[config.mk]
export PLATFORM = sky130hd
export DESIGN_NAME = axis_pkt_arbiter
export DESIGN_NICKNAME = d
export VERILOG_FILES = /design/src/rtl/axis_arb_pkg.sv /design/src/rtl/rr_select.sv /design/src/rtl/axis_pkt_arbiter.sv
export SDC_FILE = /design/constraint.sdc
export NUM_CORES = 1
export LEC_CHECK = 0
export BUFFER_PORTS_ARGS = -buffer_cell sky130_fd_sc_hd__buf_4
export CAP_MARGIN = 20
export CORE_AREA = 5 5 79 67
export DETAILED_ROUTE_END_ITERATION = 10
export DIE_AREA = 0 0 84 72
export GPL_TIMING_DRIVEN = 0
export HOLD_SLACK_MARGIN = 0.02
export PLACE_DENSITY = 0.72
export SYNTH_ARGS = -nofsm -noshare
export SYNTH_HDL_FRONTEND = slang
export SYNTH_SLANG_ARGS = --single-unit
[constraint.sdc]
create_clock -name clk -period 2.9 [get_ports clk]
set_input_delay 0.435 -clock clk [delete_from_list [all_inputs] [get_ports clk]]
set_output_delay 0.435 -clock clk [all_outputs]
set_load 0.005 [all_outputs]
[src/rtl/axis_arb_pkg.sv]
`default_nettype none
// ---------------------------------------------------------------------------
// axis_arb_pkg : shared types and round-robin helper for axis_pkt_arbiter
// Rev 1.0
// ---------------------------------------------------------------------------
package axis_arb_pkg;

  typedef enum logic [2:0] {
    IDLE  = 3'd0,
    PASS  = 3'd1,
    GAP   = 3'd2,
    FLUSH = 3'd3,
    DRAIN = 3'd4
  } arb_state_t;

  localparam int ARB_TUSER_W = 12;

  typedef struct packed {
    logic       valid;
    logic [3:0] idx;
  } rr_pick_t;

  // Walks the candidates from farthest to nearest so the nearest requester
  // after ptr overwrites the others; n is the live source count (<= 16).
  function automatic rr_pick_t rr_next(input logic [3:0] ptr, input logic [15:0] req, input int n);
    rr_pick_t pick;
    int       cand;
    pick = '0;
    for (int k = 16; k >= 1; k--) begin
      cand = (int'(ptr) + k) % n;
      if ((k <= n) && req[cand]) begin
        pick.valid = 1'b1;
        pick.idx   = 4'(cand);
      end
    end
    return pick;
  endfunction

endpackage
`default_nettype wire

[src/rtl/rr_select.sv]
`default_nettype none
// ---------------------------------------------------------------------------
// rr_select : combinational round-robin picker, first request after ptr wins
// Rev 1.0
// ---------------------------------------------------------------------------
module rr_select
  import axis_arb_pkg::*;
#(
  parameter int NUM_SRC = 4,
  localparam int IDX_W  = $clog2(NUM_SRC)
) (
  input  logic [IDX_W-1:0]   ptr,
  input  logic [NUM_SRC-1:0] req,
  output logic [IDX_W-1:0]   sel_idx,
  output logic               sel_valid
);

  logic [3:0]  ptr_ext;
  logic [15:0] req_ext;
  rr_pick_t    pick;
  logic        unused_idx_bits;

  assign ptr_ext   = 4'(ptr);
  assign req_ext   = 16'(req);
  assign pick      = rr_next(ptr_ext, req_ext, NUM_SRC);
  assign sel_idx   = pick.idx[IDX_W-1:0];
  assign sel_valid = pick.valid;

  assign unused_idx_bits = ^pick.idx;

endmodule
`default_nettype wire

[src/rtl/axis_pkt_arbiter.sv]
`default_nettype none
// ---------------------------------------------------------------------------
// axis_pkt_arbiter : packet-granular round-robin AXI-Stream arbiter with gap.
// Optional stall watchdog: define AXIS_ARB_TIMEOUT_EN.   Rev 1.0
// ---------------------------------------------------------------------------
module axis_pkt_arbiter
  import axis_arb_pkg::*;
#(
  parameter int NUM_SRC        = 4,
  parameter int DATA_WIDTH     = 8,
  parameter int USER_WIDTH     = ARB_TUSER_W,
  parameter int IDLE_GAP       = 2,
  parameter int TIMEOUT_CYCLES = 1024,
  localparam int IDX_W         = $clog2(NUM_SRC)
) (
  input  logic                          clk,
  input  logic                          reset,
  input  logic [NUM_SRC*DATA_WIDTH-1:0] s_axis_data,
  input  logic [NUM_SRC-1:0]            s_axis_valid,
  input  logic [NUM_SRC-1:0]            s_axis_last,
  input  logic [NUM_SRC*USER_WIDTH-1:0] s_axis_tuser,
  output logic [NUM_SRC-1:0]            s_axis_ready,
  output logic [DATA_WIDTH-1:0]         m_axis_data,
  output logic                          m_axis_valid,
  output logic                          m_axis_last,
  output logic [USER_WIDTH-1:0]         m_axis_tuser,
  input  logic                          m_axis_ready,
  output logic [IDX_W-1:0]              grant_id,
  output logic                          busy,
  output logic                          timeout_err
);

  localparam logic [2:0] ST_IDLE  = IDLE;
  localparam logic [2:0] ST_PASS  = PASS;
  localparam logic [2:0] ST_GAP   = GAP;
  localparam logic [2:0] ST_AFTER = (IDLE_GAP == 0) ? ST_IDLE : ST_GAP;
  localparam logic [7:0] GAP_LAST = 8'(IDLE_GAP - 1);
`ifdef AXIS_ARB_TIMEOUT_EN
  localparam logic [2:0] ST_FLUSH = FLUSH;
  localparam logic [2:0] ST_DRAIN = DRAIN;
`endif

  logic [2:0]            state;
  logic [IDX_W-1:0]      ptr;
  logic [IDX_W-1:0]      grant;
  logic [7:0]            gap_cnt;
  logic [IDX_W-1:0]      sel_idx;
  logic                  sel_valid;
  logic                  g_valid;
  logic                  g_last;
  logic [DATA_WIDTH-1:0] g_data;
  logic [USER_WIDTH-1:0] g_user;
  logic                  pkt_done;

  rr_select #(
    .NUM_SRC (NUM_SRC)
  ) u_rr_select (
    .ptr       (ptr),
    .req       (s_axis_valid),
    .sel_idx   (sel_idx),
    .sel_valid (sel_valid)
  );

  assign g_valid  = s_axis_valid[grant];
  assign g_last   = s_axis_last[grant];
  assign g_data   = s_axis_data[int'(grant)*DATA_WIDTH +: DATA_WIDTH];
  assign g_user   = s_axis_tuser[int'(grant)*USER_WIDTH +: USER_WIDTH];
  assign pkt_done = (state == ST_PASS) && g_valid && g_last && m_axis_ready;

`ifdef AXIS_ARB_TIMEOUT_EN
  localparam int TO_W = $clog2(TIMEOUT_CYCLES + 1);

  logic [TO_W-1:0] stall_cnt;
  logic            abort;
  logic            timeout_pulse;

  // Any valid beat from the granted source, including a late tlast, clears the watchdog.
  assign abort = (state == ST_PASS) && !g_valid && (stall_cnt == TO_W'(TIMEOUT_CYCLES));

  always_ff @(posedge clk or posedge reset) begin
    if (reset) begin
      stall_cnt     <= '0;
      timeout_pulse <= 1'b0;
    end else begin
      timeout_pulse <= abort;
      if ((state == ST_PASS) && !g_valid && !abort)
        stall_cnt <= stall_cnt + 1'b1;
      else
        stall_cnt <= '0;
    end
  end

  assign timeout_err = timeout_pulse;
`else
  logic unused_timeout_cfg;
  assign unused_timeout_cfg = (TIMEOUT_CYCLES != 0);
  assign timeout_err        = 1'b0;
`endif

  always_ff @(posedge clk or posedge reset) begin
    if (reset) begin
      state   <= ST_IDLE;
      ptr     <= IDX_W'(NUM_SRC - 1);
      grant   <= '0;
      gap_cnt <= '0;
    end else begin
      case (state)
        ST_IDLE: begin
          if (sel_valid) begin
            ptr   <= sel_idx;
            grant <= sel_idx;
            state <= ST_PASS;
          end
        end
        ST_PASS: begin
          if (pkt_done) begin
            state   <= ST_AFTER;
            gap_cnt <= '0;
          end
`ifdef AXIS_ARB_TIMEOUT_EN
          else if (abort) begin
            state <= ST_FLUSH;
          end
`endif
        end
        ST_GAP: begin
          if (gap_cnt == GAP_LAST)
            state <= ST_IDLE;
          else
            gap_cnt <= gap_cnt + 8'd1;
        end
`ifdef AXIS_ARB_TIMEOUT_EN
        ST_FLUSH: begin
          if (m_axis_ready)
            state <= ST_DRAIN;
        end
        ST_DRAIN: begin
          if (g_valid && g_last) begin
            state   <= ST_AFTER;
            gap_cnt <= '0;
          end
        end
`endif
        default: state <= ST_IDLE;
      endcase
    end
  end

  always_comb begin
    s_axis_ready = '0;
    m_axis_valid = 1'b0;
    m_axis_last  = 1'b0;
    m_axis_data  = '0;
    m_axis_tuser = '0;
    case (state)
      ST_PASS: begin
        m_axis_valid        = g_valid;
        m_axis_last         = g_last;
        m_axis_data         = g_data;
        m_axis_tuser        = g_user;
        s_axis_ready[grant] = m_axis_ready;
      end
`ifdef AXIS_ARB_TIMEOUT_EN
      ST_FLUSH: begin
        m_axis_valid = 1'b1;
        m_axis_last  = 1'b1;
        m_axis_tuser = g_user;
      end
      ST_DRAIN: begin
        s_axis_ready[grant] = 1'b1;
      end
`endif
      default: ;
    endcase
  end

  assign busy     = (state != ST_IDLE);
  assign grant_id = grant;

endmodule
`default_nettype wire

# Yosys cells after proc, flatten, opt, wreduce, memory -nomap -nowiden
# Cells that the tools add are included.
dict set report totals {
  inputBits 91
  reg_bits 15
  output_inout_bits 30
}
dict set report op_classes {
  bitwise_logic 5
  n_eq_ne 7
  n_mul 1
  n_lt_le_gt_ge 6
  n_reduce_logical 14
  n_shift 2
  add_sub_neg 5
  n_mux 34
}
# cell n
set ops {}
lappend ops {{$shiftx A48 B7 Y12} 1}
lappend ops {{$shiftx A32 B6 Y8} 1}
lappend ops {{$lt A3 B6 Y1 const B} 4}
lappend ops {{$mux W8} 3}
lappend ops {{$mux W5} 4}
lappend ops {{$pmux W8 S2} 1}
lappend ops {{$mux W1} 13}
lappend ops {{$bmux W1 S3} 4}
lappend ops {{$mux W12} 1}
lappend ops {{$mux W3} 3}
lappend ops {{$pmux W3 S3} 1}
lappend ops {{$add A8 B1 Y8 const B} 1}
lappend ops {{$eq A8 B1 Y1 const B} 1}
lappend ops {{$reduce_or A2 Y1} 4}
lappend ops {{$ne A2 B2 Y1 const B} 3}
lappend ops {{$reduce_and A3 Y1} 2}
lappend ops {{$add A2 B1 Y2 const B} 2}
lappend ops {{$add A2 B2 Y2 const B} 2}
lappend ops {{$and A1 B1 Y1 const A} 4}
lappend ops {{$and A4 B4 Y4} 1}
lappend ops {{$bmux W1 S2} 2}
lappend ops {{$logic_and A1 B1 Y1} 4}
lappend ops {{$mul A2 B2 Y4 const B} 1}
lappend ops {{$mux W4} 1}
lappend ops {{other kinds (10)} 10}

# Depth between registers and ports, before layout
dict set report logic_depth {
  depth_word 12
  depth_mapped 6
  mapped_depth_nobuf 6
}

# By module
# Synthesis repeated with hierarchy kept, for this count alone.
dict set report hier_totals {
  hier_cells 141
  area_unflattened_um2 1508.9
}
# module n_inst cells_per_inst area_per_inst_um2
set modules_own_cells {}
lappend modules_own_cells {axis_pkt_arbiter 1 127 1430.1}
lappend modules_own_cells {rr_select 1 14 78.8}

# Least setup slack after synthesis
# OpenSTA, ideal clock, no wires.
dict set report synth_timing {
  path_type {reg-to-output}
  from {reg grant[0], in the netlist grant_id[0]}
  to {out m_axis_data[0]}
  stages_incl_launch_ff 5
  path_slack_ns 0.973
  arrival_time_ns 1.492
  required_ns 2.465
  n_path_buf 2
  cell_sequence {dfrtp_1 > buf_6 > buf_2 > mux4_2 > and2_1}
}
dict set report synth_between {
  elab_chain_len 2
}
# item line_no
set synth_rtl {}
lappend synth_rtl {{start: declaration} axis_pkt_arbiter.sv:45} ;# logic [IDX_W-1:0] grant;
lappend synth_rtl {{start signal: assignment} axis_pkt_arbiter.sv:111} ;# grant <= sel_idx;
lappend synth_rtl {{$shiftx A32 B6 Y8} axis_pkt_arbiter.sv:66} ;# assign g_data = s_axis_data[int'(grant)*DATA_WIDTH +: DATA_WIDTH];
lappend synth_rtl {{$mux W8} axis_pkt_arbiter.sv:155} ;# case (state)
lappend synth_rtl {{end: declaration} axis_pkt_arbiter.sv:23} ;# output logic [DATA_WIDTH-1:0] m_axis_data,
# No other way between the ends.

# Worst setup path after layout
dict set report layout_timing {
  from {reg grant[0], in the netlist grant_id[0]}
  to {out m_axis_tuser[8]}
}
dict set report layout_between {
  elab_chain_len 3
}
# item line_no
set layout_rtl {}
lappend layout_rtl {{$mul A2 B2 Y4} axis_pkt_arbiter.sv:67} ;# assign g_user = s_axis_tuser[int'(grant)*USER_WIDTH +: USER_WIDTH];
lappend layout_rtl {{$shiftx A48 B7 Y12} axis_pkt_arbiter.sv:67}
lappend layout_rtl {{$mux W12} axis_pkt_arbiter.sv:155}
lappend layout_rtl {{end: declaration} axis_pkt_arbiter.sv:26} ;# output logic [USER_WIDTH-1:0] m_axis_tuser,
# No other way between the ends.

==> results.tsv <==
metric	value	unit
status	finished clean	
die_w	84	µm
grt_overflow_total	0	
peakVddDrop	0.5398	mV
slowest_stage	mux4_2	
cp-start-kind	register	
top_layer_used	met4	
crit_path_end	m_axis_tuser[8]	
cts.sinks	14	
whs	0.2454	ns
r2r_slack	1.05	ns
dp.cells	312	
reg2regPathDepth	6	
cts_resized	0	
fmax	415.7	MHz
die_area	6048	µm²
wl_met2	2720	µm
maxCapViolCount	0	
final_net_count	350	
area_growth	68.35	%
endpoint_kind	output pin	
wl_per_cell	16.71	µm
clockBufferDepth	2	
grt_pass1_wl	8135	µm
synth.cell_area	1483	µm²
grt_max_degree	15	
crit_required	2.47	ns
worst_slew_pin_slew	0.5620	ns
wl	5279	µm
ios	121	
yosys-top-cells-area	mux4_2 (33%), dfrtp_1 (20%), and2_1 (9.3%)	
ys_ff_latch	14	
finalCritPeriodShare	82.95	%
drv_slew	0	
r2r-start	gap_cnt[1]	
setup_tns	0	ns
final_common_cell	buf_4	
cts_tree	built	
rsz0062_at_grt	false	
drt_pass1_iterations	4	
crit_type	reg2out	
cts_root_buf	clkbuf_8	
setup_violations	0	
synth-warning-count	0	
fin_total_pwr	2.005	mW
synth_top_area_share	33.42	%
yosysTopAreaCell	mux4_2	
clk_pin_slew	0.06	ns
fin_crit	2.405	ns
yosysUniqueCellTypes	36	
viasPerCell	4.905	
utilization	56.68	%
r2r-end	gap_cnt[2]	
hp-class	in2async	
fp.coreArea	4404	µm²
ant_nets	0	
grt_usage	17.07	%
cp_cell_sequence	buf_6, buf_2, mux4_2, and2_1, buf_4	
num_vias	1550	
cts_setup_buffers	0	
slew_headroom	62.49	%
row_count	22	
cts_buffers	3	
arrival	1.97	ns
antenna_found_initial	0	
leakagePower	1.207	nW
clk_latency	0.24	ns
wl_met3	383	µm
powerDensity	803.1	nW/µm²
finClkSkew	0.004363	ns
htree_levels	1	
antenna_cells	0	
syn-instance-count	133	
start_util	33.66	%
syn_area_per_cell	11.15	µm²
final_cell_mix	buf_4 (120), mux4_2 (22), and2_1 (22)	
drive_above_1_share	60.94	%
gp_congestion	0.7942	
drc_errors	0	
ctsHoldBuffers	0	
stdcell_count	316	
numPortBuffers	119	
drt_iter0_drc	45	
syn-num-nets	226	
slowest_delay	0.54	ns
dpl.hpwl	4561	µm
cp_max_fo	10	
grt_pass1_vias	1588	
cp-startpoint	grant_id[0]	
fp.dieH	72	µm
finalHoldViolations	0	
wl_met1	2122	µm
yosysSeqAreaShare	23.80	%
worst min-delay path by stage:
| stage | slack (ns) | endpoint | startpoint |
|---|---|---|---|
| after CTS | 0.26 | gap_cnt[4] | reset |
| final | 0.25 | gap_cnt[4] | reset |
| after detailed placement | 0.48 | ptr[1] | ptr[1] |
| after floorplan | 0.32 | gap_cnt[0] | reset |
| after global routing | 0.28 | gap_cnt[4] | reset |
| after global placement | 0.48 | ptr[1] | ptr[1] |
power by group:
part	total [mW]	internal (mW)	switching, mW	leakage [nW]
registers	0.381	0.290	0.0917	0.177
logic	1.46	0.873	0.585	1.01
clock network	0.165	0.0971	0.0680	0.0228
total	2.00	1.26	0.745	1.21
metal layers:
metal,GRT usage (%),vias to the layer above
met1,21.48,722
met5,0,-
met2,30.54,81
met3,4.086,4
li1,-,743
met4,2.857,0
through the flow:
| step | cell area [µm²] | worst slack [ns] |
|---|---|---|
| finish | 2496 | 0.4945 |
| CTS | 2496 | 0.4681 |
| floorplan | 1483 | 0.9729 |
| global placement | 2451 | 0.7417 |
| detailed placement | 2451 | 0.7304 |
| global route | 2496 | 0.3598 |
critical path: cells and delay by family (launching register included):
kind	cells	cell delay, ns
and+or+nand+nor	1	0.17
muxes	1	0.54
DFF	1	0.37
buffers and inverters	3	0.64
final cells by class:
class                      count  area [µm²]
fill                         411        1908
multi-input combinational    103        1040
inverter                       5       18.77
buffer                        11       71.32
tap                           60       75.07
timing repair buffer         119       893.4
sequential                    14       352.8
clock buffer                   4       45.04
cell families after synthesis:
kind of cell	share of synthesized area [%]
simple gates	24.56
mux	34.09
buf+inv	6.076
flops	23.80
compound gates	6.583
xor+xnor	2.953
fa+ha+maj	1.687
other cells	0.2529
synth_stat cells:
master    instances
and2_1           22
mux4_2           22
dfrtp_1          12
nand2_1           9
nor2_1            7
inv_1             5
xor2_1            5
and3_1            4
clkbuf_1          4
nand4_1           4
nor2b_1           4
buf_2             3
buf_6             3
dfstp_2           2
ha_1              2
nor3_1            2
nor3b_1           2
o21a_1            2
o221ai_1          2
a21o_1            1
a21oi_1           1
and3b_1           1
buf_4             1
conb_1            1
mux2i_1           1
nand2b_1          1
nand2b_4          1
nand3_1           1
nand3b_1          1
nor4_1            1
o211ai_1          1
o221a_2           1
o22ai_1           1
o41ai_4           1
or3b_1            1
or4b_1            1
sequential cells by signal, summed over array words and instances, names as in the netlist:
name      flops
gap_cnt       8
grant_id      2
ptr           2
state         2
(Power assumes the default switching activity.)
